**src/rtl/uart_pkg.sv**
```systemverilog
// Shared UART definitions: FSM state codes, default framing, line levels.
// Used by both the transmitter and the receiver side.
package uart_pkg;

  typedef logic [2:0] uart_state_t;

  localparam uart_state_t ST_IDLE   = 3'd0;
  localparam uart_state_t ST_START  = 3'd1;
  localparam uart_state_t ST_DATA   = 3'd2;
  localparam uart_state_t ST_PARITY = 3'd3;
  localparam uart_state_t ST_STOP   = 3'd4;

  localparam int unsigned UART_CLKS_PER_BIT = 16;
  localparam int unsigned UART_DATA_BITS    = 8;
  localparam int unsigned UART_STOP_BITS    = 1;

  localparam logic LINE_IDLE  = 1'b1;
  localparam logic LINE_START = 1'b0;

endpackage

```
**src/rtl/uart_baud_cnt.sv**
```systemverilog
// Bit-period counter: counts 0..CLKS_PER_BIT-1 while enabled,
// flags the last cycle of each period on wrap.
module uart_baud_cnt
  import uart_pkg::*;
#(
  parameter int unsigned CLKS_PER_BIT = UART_CLKS_PER_BIT
) (
  input  logic clk,
  input  logic reset_n,
  input  logic clear,
  input  logic enable,
  output logic wrap
);

  localparam int unsigned CW = $clog2(CLKS_PER_BIT);
  localparam logic [CW-1:0] LAST = CW'(CLKS_PER_BIT - 1);

  logic [CW-1:0] cnt;

  assign wrap = enable && (cnt == LAST);

  always_ff @(posedge clk or negedge reset_n) begin
    if (!reset_n) begin
      cnt <= '0;
    end else if (clear) begin
      cnt <= '0;
    end else if (enable) begin
      cnt <= wrap ? '0 : cnt + CW'(1);
    end
  end

endmodule

```
**src/rtl/uart_tx.sv**
```systemverilog
// UART transmitter: start, LSB-first data, optional parity, 1-2 stop bits.
// tx_out is registered and always reflects the state being held.
module uart_tx
  import uart_pkg::*;
#(
  parameter int unsigned CLKS_PER_BIT = UART_CLKS_PER_BIT,
  parameter int unsigned DATA_BITS    = UART_DATA_BITS,
  parameter int unsigned PARITY_EN    = 1,
  parameter int unsigned PARITY_ODD   = 0,
  parameter int unsigned STOP_BITS    = UART_STOP_BITS
) (
  input  logic                 clk,
  input  logic                 reset_n,
  input  logic                 tx_valid,
  input  logic [DATA_BITS-1:0] tx_data,
  output logic                 tx_ready,
  output logic                 tx_out,
  output logic                 tx_busy,
  output logic                 tx_done
);

  localparam logic [2:0] LAST_BIT  = 3'(DATA_BITS - 1);
  localparam logic       LAST_STOP = 1'(STOP_BITS - 1);
  localparam logic       ODD       = 1'(PARITY_ODD);

  uart_state_t          state;
  logic [DATA_BITS-1:0] shreg;
  logic [2:0]           bit_idx;
  logic                 stop_idx;
  logic                 par_q;
  logic                 tx_q;
  logic                 wrap;
  logic                 accept;
  logic                 last_stop;

  assign accept    = (state == ST_IDLE) && tx_valid;
  assign last_stop = (stop_idx == LAST_STOP);

  uart_baud_cnt #(
    .CLKS_PER_BIT(CLKS_PER_BIT)
  ) u_baud (
    .clk    (clk),
    .reset_n(reset_n),
    .clear  (accept),
    .enable (state != ST_IDLE),
    .wrap   (wrap)
  );

  // Parity is captured at accept since the shift register is consumed.
  always_ff @(posedge clk or negedge reset_n) begin
    if (!reset_n) begin
      state    <= ST_IDLE;
      shreg    <= '0;
      bit_idx  <= '0;
      stop_idx <= 1'b0;
      par_q    <= 1'b0;
      tx_q     <= LINE_IDLE;
    end else begin
      unique case (state)
        ST_IDLE: begin
          if (accept) begin
            shreg    <= tx_data;
            par_q    <= (^tx_data) ^ ODD;
            bit_idx  <= '0;
            stop_idx <= 1'b0;
            tx_q     <= LINE_START;
            state    <= ST_START;
          end
        end
        ST_START: begin
          if (wrap) begin
            tx_q  <= shreg[0];
            state <= ST_DATA;
          end
        end
        ST_DATA: begin
          if (wrap) begin
            if (bit_idx == LAST_BIT) begin
              if (PARITY_EN != 0) begin
                tx_q  <= par_q;
                state <= ST_PARITY;
              end else begin
                tx_q  <= LINE_IDLE;
                state <= ST_STOP;
              end
            end else begin
              bit_idx <= bit_idx + 3'd1;
              shreg   <= shreg >> 1;
              tx_q    <= shreg[1];
            end
          end
        end
        ST_PARITY: begin
          if (wrap) begin
            tx_q  <= LINE_IDLE;
            state <= ST_STOP;
          end
        end
        ST_STOP: begin
          if (wrap) begin
            if (last_stop) state <= ST_IDLE;
            else stop_idx <= stop_idx + 1'b1;
          end
        end
        default: begin
          tx_q  <= LINE_IDLE;
          state <= ST_IDLE;
        end
      endcase
    end
  end

  assign tx_out   = tx_q;
  assign tx_ready = (state == ST_IDLE);
  assign tx_busy  = (state != ST_IDLE);
  assign tx_done  = (state == ST_STOP) && wrap && last_stop;

endmodule
```
**config.mk**
```make
export PLATFORM = sky130hd
export DESIGN_NAME = uart_tx
export DESIGN_NICKNAME = d
export VERILOG_FILES = /design/src/rtl/uart_pkg.sv /design/src/rtl/uart_baud_cnt.sv /design/src/rtl/uart_tx.sv
export SDC_FILE = /design/constraint.sdc
export NUM_CORES = 1
export LEC_CHECK = 0
export BUFFER_PORTS_ARGS = -buffer_cell sky130_fd_sc_hd__buf_2
export CAP_MARGIN = 10
export CORE_UTILIZATION = 50
export DETAILED_ROUTE_END_ITERATION = 16
export PLACE_DENSITY = 0.71
export SLEW_MARGIN = 40
export SYNTH_ARGS = -nofsm -noshare
export SYNTH_HDL_FRONTEND = slang
export SYNTH_SLANG_ARGS = --single-unit
export TNS_END_PERCENT = 50
```
**constraint.sdc**
```tcl
create_clock -name clk -period 3.3 [get_ports clk]
set_clock_uncertainty 0.05 [all_clocks]
set_input_delay 0.66 -clock clk [delete_from_list [all_inputs] [get_ports clk]]
set_output_delay 0.66 -clock clk [all_outputs]
set_load 0.02 [all_outputs]
```
==> results of run 1 <==
## sequential cells by signal (all words and copies together), names as in the netlist
| name | count |
|---|---|
| tx_out | 1 |
| par_q | 1 |
| bit_idx | 3 |
| u_baud.cnt | 4 |
| state | 3 |
| shreg | 8 |
## critical path: cells and delay by family (launching register included)
kind | cells | cell delay, ns
buffers and inverters | 1 | 0.15
DFF | 1 | 0.43
and+or+nand+nor | 2 | 0.65
adders and majority gates | 1 | 0.24
## cells in the mapped netlist (3+ instances only)
cell,instances
ha_1,3
buf_6,3
nand3_1,8
dfrtp_1,19
o22ai_2,5
nand2_1,10
o21ai_1,3
xnor2_1,8
nor2_1,18
o21ai_0,4
## worst max-delay path by stage
| stage | start | endpoint | cells after the start |
|---|---|---|---|
| final | u_baud.cnt[0]$_DFFE_PN0N_ | tx_done | 4 |
| after global routing | u_baud.cnt[0]$_DFFE_PN0N_ | tx_done | 4 |
| after CTS | u_baud.cnt[0]$_DFFE_PN0N_ | tx_done | 4 |
| after detailed placement | u_baud.cnt[0]$_DFFE_PN0N_ | tx_done | 4 |
| after global placement | u_baud.cnt[0]$_DFFE_PN0N_ | tx_done | 4 |
| after floorplan | u_baud.cnt[0]$_DFFE_PN0N_ | tx_done | 4 |
## cells by family after synthesis
logic type      Yosys count  synth area share
buf+inv                   8            0.0521
flops                    20             0.455
mux                       2            0.0193
simple gates             45             0.213
xor+xnor                  8            0.0635
compound gates           23             0.163
fa+ha+maj                 3            0.0340
## power by group through the flow
stage	registers, mW	clock network (mW)	logic, mW
6_report	0.247	0.144	0.0503
5_1_grt	0.247	0.154	0.0566
4_1_cts	0.247	0.146	0.0512
3_5_place_dp	0.251	0	0.0510
3_3_place_gp	0.251	0	0.0501
2_1_floorplan	0.251	0	0.0336
## final cells by class
class                   count  area, um^2
fillers                   195         825
multi-input cells          81         544
flip-flops and latches     20         502
repair buffers             14        70.1
clock buffers               4        36.3
well taps                  27        33.8
inverters                   3        11.3
## layer usage
metal	routed length, um	GRT usage
met1	971	0.256
met2	977	0.306
met5	0	0
met4	21	0.0588
met3	90	0.0561
## per-stage QoR
stage                     utilization  cells  hold WS, ns  cell area [um^2]  power [mW]
after floorplan                     -    109        0.314              1100       0.285
after global placement          0.574    145        0.415              1160       0.301
after detailed placement        0.574    145        0.412              1160       0.302
after CTS                       0.592    149        0.247              1200       0.443
after global routing            0.592    149        0.267              1200       0.457
final                           0.592    149        0.231              1200       0.441
## cell usage in the layout (no fill, tap or decap), types with 3 or more instances in the layout
cell type,count
dfrtp_1,19
nor2_1,18
buf_2,14
nand2_1,10
nand3_1,8
xnor2_1,8
o22ai_2,5
o21ai_0,4
o21ai_1,3
ha_1,3
clkbuf_4,3
==> out/results.txt, run 1 <==
The endpoint arrival time on the critical path is 1.77 ns, and the ratio of cells with drive above 1 in the final layout is 0.270. The tools report the type of element capturing the critical path as a primary output. For the number of global-route vias before repair, the log shows 793.

The tree is rooted in a clkbuf_4. At the pin with the least slew margin, the transition time is 0.454 ns. The relative contribution of combinational cells to total power is 0.114, and the average wire length per cell after detail routing is 13.8 um. Summed over all layers, the global routing overflow is 0. TritonCTS built the clock tree. The proportion of power drawn by the clock network was 0.326. In this run the cell area of the synthesized design comes to 1100 um^2.

Buffers inserted to repair hold after CTS numbered 0. The logs give 2020 um^2 for the core area and 103 uW for the switching power summed over all nets. Buffers placed on the I/O ports in this run total 14. The number of gates resized after CTS was 0. The critical path in this run is classified as reg2out. The count of maximum capacitance violations was 0; the highest net fanout along the worst path was 11.

The post-synthesis cell count is 109. The routed layout has 832 vias. Detailed placement ended at an HPWL of 1460 um. The tools report the total clock sinks as 20. The share of the clock period used by the worst path after layout was 0.753.

After synthesis the netlist holds a flip-flop and latch count of 20. The flow ran to the end, and the final reports show no timing, DRC or antenna violations. The run gives 0.559 as the sequential power share. The synthesized design contains 0 enable-type register cells. The repair_antennas step left the layout with diodes totalling 0. For the area of the die, the log shows 2400 um^2. For this design the static power due to leakage is 0.572 nW. In the final design database the tool counted 137 nets.

The worst-case reg-to-reg path depth works out to 6. The most common flop cell mapped by yosys was dfrtp_1. Largest net degree at the start of global routing: 21.

The maximum achievable frequency was 0.403 GHz; the total nets after synthesis was 123. The startpoint identified for the worst register-to-register timing path is bit_idx[0]$_DFFE_PN0P_. Relative to the synthesized area, the layout overhead comes to 8.50%.

The setup slack after placement came out at 1.18 ns. Traced cell by cell, the critical path runs through ha_1, and3_1, and3_1, buf_2. The tools report the initial antenna violation count as 0. Setup repair after global routing left no endpoint under its margin. The clock latency of the later-clocked register in the worst-skew pair came out at 0.31 ns. The cell type contributing the most total cell area after synthesis was dfrtp_1. The tools report the sequential element share of the synthesized area as 0.455.

In the final timing run, aggregate negative setup slack is 0 ns. The run gives 1 as the total number of H-tree levels. The slowest stage of the critical path is the and3_1 cell.

The initialized floorplan defines 16 standard-cell rows. After detailed routing, the total wire length is 2060 um. The tools report the number of warnings printed during yosys synthesis as 0. By area the synthesized netlist is led by dfrtp_1 (43%), xnor2_1 (6.3%), nor2_1 (6.1%), o22ai_2 (5.7%), nand3_1 (3.6%).

The tools report the buffer levels on the longest clock path as 2. Data on the critical path is required at its endpoint by 2.59 ns. At the end of routability-driven placement, the weighted congestion stood at 0.753. The async set or reset register ratio after synthesis is 1.00, and the slack of the worst reg-to-reg path is 1.39 ns. The tools report the largest voltage drop on the vdd net as 363 uV. The switching share of power came out at 0.234. The number of placed I/O pins came out at 15. The width of the die came out at 49.0 um. After the first detailed-routing iteration, the DRC count stood at 10. The final max-slew violation count is 0.

The worst min-delay path category is in2async. The portion of synthesized cell area occupied by the leading cell type was 0.431; the time the final worst path needs with I/O delays and setup was 2.48 ns. The internal power summed over all cells was 337 uW; the vertical die dimension was 49.0 um. Clock-pin slew was measured on the worst setup and hold paths at 0.11 ns.

Count of endpoints failing hold in the final timing report: 0. In the routed design, unresolved DRC markers number 0. The number of iterations in the first detailed-routing pass was 4; the power density of the placed cells was 368 nW/um^2. Once detail routing completed, the nets flagged for antenna violations numbered 0.

Synthesis instantiated 34 different standard cells from the library. All-layer global routing usage: 0.193. In the post-route analysis, the smallest setup slack over all paths is 0.816 ns.

The cell with the most instances on the worst path is and3_1. Using the TritonRoute via totals, the vias-per-cell ratio works out to 5.58. The total setup violations reported at the end of the flow is 0, and the initial core utilization is 0.546.

Buffers added to address setup during post-CTS repair amount to 0. The delay of the slowest cell on the worst path was 0.44 ns. The tools report the kind of start point of the critical path as a register.

The first global-routing pass estimated 3500 um of wire. For the remaining max-slew budget at the tightest pin, the log shows 0.698. The tools report the reg-to-reg critical path endpoint as shreg[0]$_DFFE_PN0P_. Buffers inserted during clock tree synthesis total 3. Averaged over all synthesized cells, the footprint is 10.1 um^2.
No activity file was read; power rests on OpenSTA's default activity.
==> run 2, diff against run 1 <==
clock period = 2.4 ns   (was 3.3 ns; I/O delays follow)
==> run 2 against run 1 <==
Compared with the run above:
- sequential cell count did not move
- cell area decreased by 0.73%
- non-clock buffer count unchanged
- first-iteration DRC count rose by 140%
- final cell count did not move
- register-to-register slack worse by 0.90 ns
- clock-buffer cell count did not move
- routed wire length decreased by 0.87%
- total power is 31% higher
- setup slack got worse by 0.61 ns
==> out/results.txt, run 2 (synthesis results as in run 1) <==
The run finished with clean final reports. The total clock sinks is 20 (unchanged), and the clock input transition at the sequential cells of the worst setup and hold paths is 0.11 ns (about the same). The total number of vias is 836 (+0.48%), and the number of buffer cells added on primary ports is 14 (unchanged).

The ratio of cells with drive above 1 in the final layout was 0.270 (unchanged). The buffers plus inverters on the worst setup path came out at 1 (unchanged). For the HPWL after detailed placement, the log shows 1410 um (-3.1%). Among all stages on the critical path, the largest delay is contributed by dfrtp_1.

The average wire length per cell after detail routing was 13.7 um (-0.87%). The width of the die is 49.0 um (unchanged), and the clock latency of the later-clocked register in the worst-skew pair is 0.31 ns (about the same). Among cell families on the critical path, the largest total delay comes from simple AND/OR/NAND/NOR gates. For the final max-slew violation count, the log shows 0 (unchanged).

The sum of internal, switching and leakage power is 576 uW (+31%), and the number of iterations in the first detailed-routing pass is 4 (unchanged). The logs give 2400 um^2 (unchanged) for the area of the die and 1.67 ns (-0.10 ns) for the endpoint arrival time on the critical path. Most common library cell in the layout ignoring fill and taps: dfrtp_1.

The logs give 0.0431 ns (-0.187 ns) for the smallest hold slack and 1 (unchanged) for the total number of H-tree levels. The critical path class is reg2out. In the layout the commonest cells are dfrtp_1 (19), nor2_1 (18), buf_2 (14), nand2_1 (10). The logs give 16 (unchanged) for the number of core rows and 145 (unchanged) for the number of instances in the placed design.

The remaining number of nets flagged by the antenna check after routing is 0 (unchanged). Compared with the post-synthesis result, the final layout area differs by 7.71%. The delay of the slowest cell on the worst path was 0.44 ns (about the same).

The share of the clock period used by the worst path after layout was 0.916; the number of cells in the finished layout apart from fillers was 149 (unchanged). The initial core utilization was 0.546 (unchanged); the number of buffers added by the clock tree synthesis step was 3 (unchanged). TritonCTS built the clock tree. The number of nets at the end of the flow was 137 (unchanged). The type of element capturing the critical path was a primary output.

The tools report the total setup violations reported at the end of the flow as 0 (unchanged). Setup repair after global routing left no endpoint under its margin. The first-pass GRT wire length was 3770 um (+7.7%); the cell area after layout was 1190 um^2 (-0.73%).

Vertical die dimension: 49.0 um (unchanged). The initial detailed-routing violation count was 24 (+14). The worst setup path is launched from a register. The largest net degree at the start of global routing is 21 (unchanged). The count of endpoints failing hold in the final timing report was 0 (unchanged). The post-detailed-route DRC marker count came out at 0 (unchanged). The logs give 2020 um^2 (unchanged) for the core area and 0.724 (-3.8%) for the weighted congestion reported at the end of routability-driven placement. The number of flip-flops in the largest register is 8 (unchanged), and the count of maximum capacitance violations is 0 (unchanged). The worst min-delay path category was in2async. The run gives 0.678 (-0.0193) as the remaining max-slew budget at the tightest pin. Area of placed instances: 1160 um^2 (unchanged).

Clock root buffer: clkbuf_4. The number of global-route vias before repair was 800 (+0.88%). Walking the worst path, the cells encountered are ha_1, and3_2, and3_1, buf_2. The highest net fanout along the worst path is 11 (unchanged).

The tools report the setup fix buffers added after clock tree synthesis as 0 (unchanged). The all-layer global routing usage is 0.210 (+0.0170). The total negative slack for setup checks was 0 ns (unchanged).

The largest registers in the layout are shreg x8, u_baud.cnt x4. The buffer levels on the longest clock path was 2 (unchanged). The initial antenna violation count was 0 (unchanged); the power density of the placed cells was 484 nW/um^2 (+32%). The logs give 315 uV (-13%) for the largest voltage drop on the vdd net and 1.87 ns (-0.72 ns) for the critical path data required time.

The leakage power total was 0.566 nW (-1.1%). The tools report the detailed-route wire length as 2040 um (-0.87%). The time the final worst path needs with I/O delays and setup was 2.20 ns. Via count normalized by instance count: 5.61 (+0.48%). Maximum achievable frequency: 0.455 GHz. The largest register by flop count was shreg. The slew at the pin closest to its max-slew limit is 0.481 ns (+0.0274 ns), and the count of antenna diodes in the layout is 0 (unchanged). The overflow left after global routing was 0 (unchanged); the number of placed I/O pins was 15 (unchanged).
-- run 2: cell types whose count changed in the layout (fill, tap and decap cells not counted) --
cell / before / now
and3_1: 2 / 1
and3_2: 0 / 1
clkbuf_1: 0 / 1
clkbuf_8: 1 / 0
-- run 2: area by class of cell --
type,instances,area (um^2)
fill,202,833
multi-input combinational,81,546
sequential,20,502
timing repair buffer,14,70.1
tap,27,33.8
clock buffer,4,26.3
inverter,3,11.3
-- run 2: path summary, 6_finish.rpt --
path	startpoint	endpoint	slack, ns	cells past startpoint
max in group asynchronous	reset_n	tx_out$_DFFE_PN1P_	1.92	1
min reg2reg	u_baud.cnt[3]$_DFFE_PN0N_	u_baud.cnt[3]$_DFFE_PN0N_	0.43	1
max reg2reg	bit_idx[0]$_DFFE_PN0P_	shreg[0]$_DFFE_PN0P_	0.49	6
min	reset_n	state[2]$_DFFE_PN0P_	0.04	1
min in group clk	tx_data[7]	shreg[7]$_DFFE_PN0P_	0.39	3
max	u_baud.cnt[0]$_DFFE_PN0N_	tx_done	0.20	4
-- run 2: per-layer routing --
metal	vias up	share of wire	GRT usage
met5	-	0	0
met4	0	0.016	0.0833
met3	4	0.048	0.0592
met2	23	0.45	0.317
met1	400	0.48	0.286
li1	409	-	-
-- run 2: what timing repair did --
item / 4_1_cts / 5_1_grt
resized for setup: 0 / 1
endpoints found under the hold margin: 0 / 0
hold buffers: 0 / 0
endpoints found under the setup margin: 0 / 1
-- run 2: per-stage QoR --
stage           util  setup slack, ns
2_1_floorplan      -            0.643
4_1_cts        0.587            0.109
5_1_grt        0.588            0.110
6_report       0.588            0.202
3_3_place_gp   0.574            0.542
3_5_place_dp   0.574            0.458
-- run 2: power breakdown --
group	total, mW	switching (mW)	leakage (nW)	internal (mW)
sequential	0.339	0	0.263	0.339
combinational	0.0694	0.0370	0.288	0.0324
clock	0.167	0.103	0.0150	0.0649
total	0.576	0.140	0.566	0.436
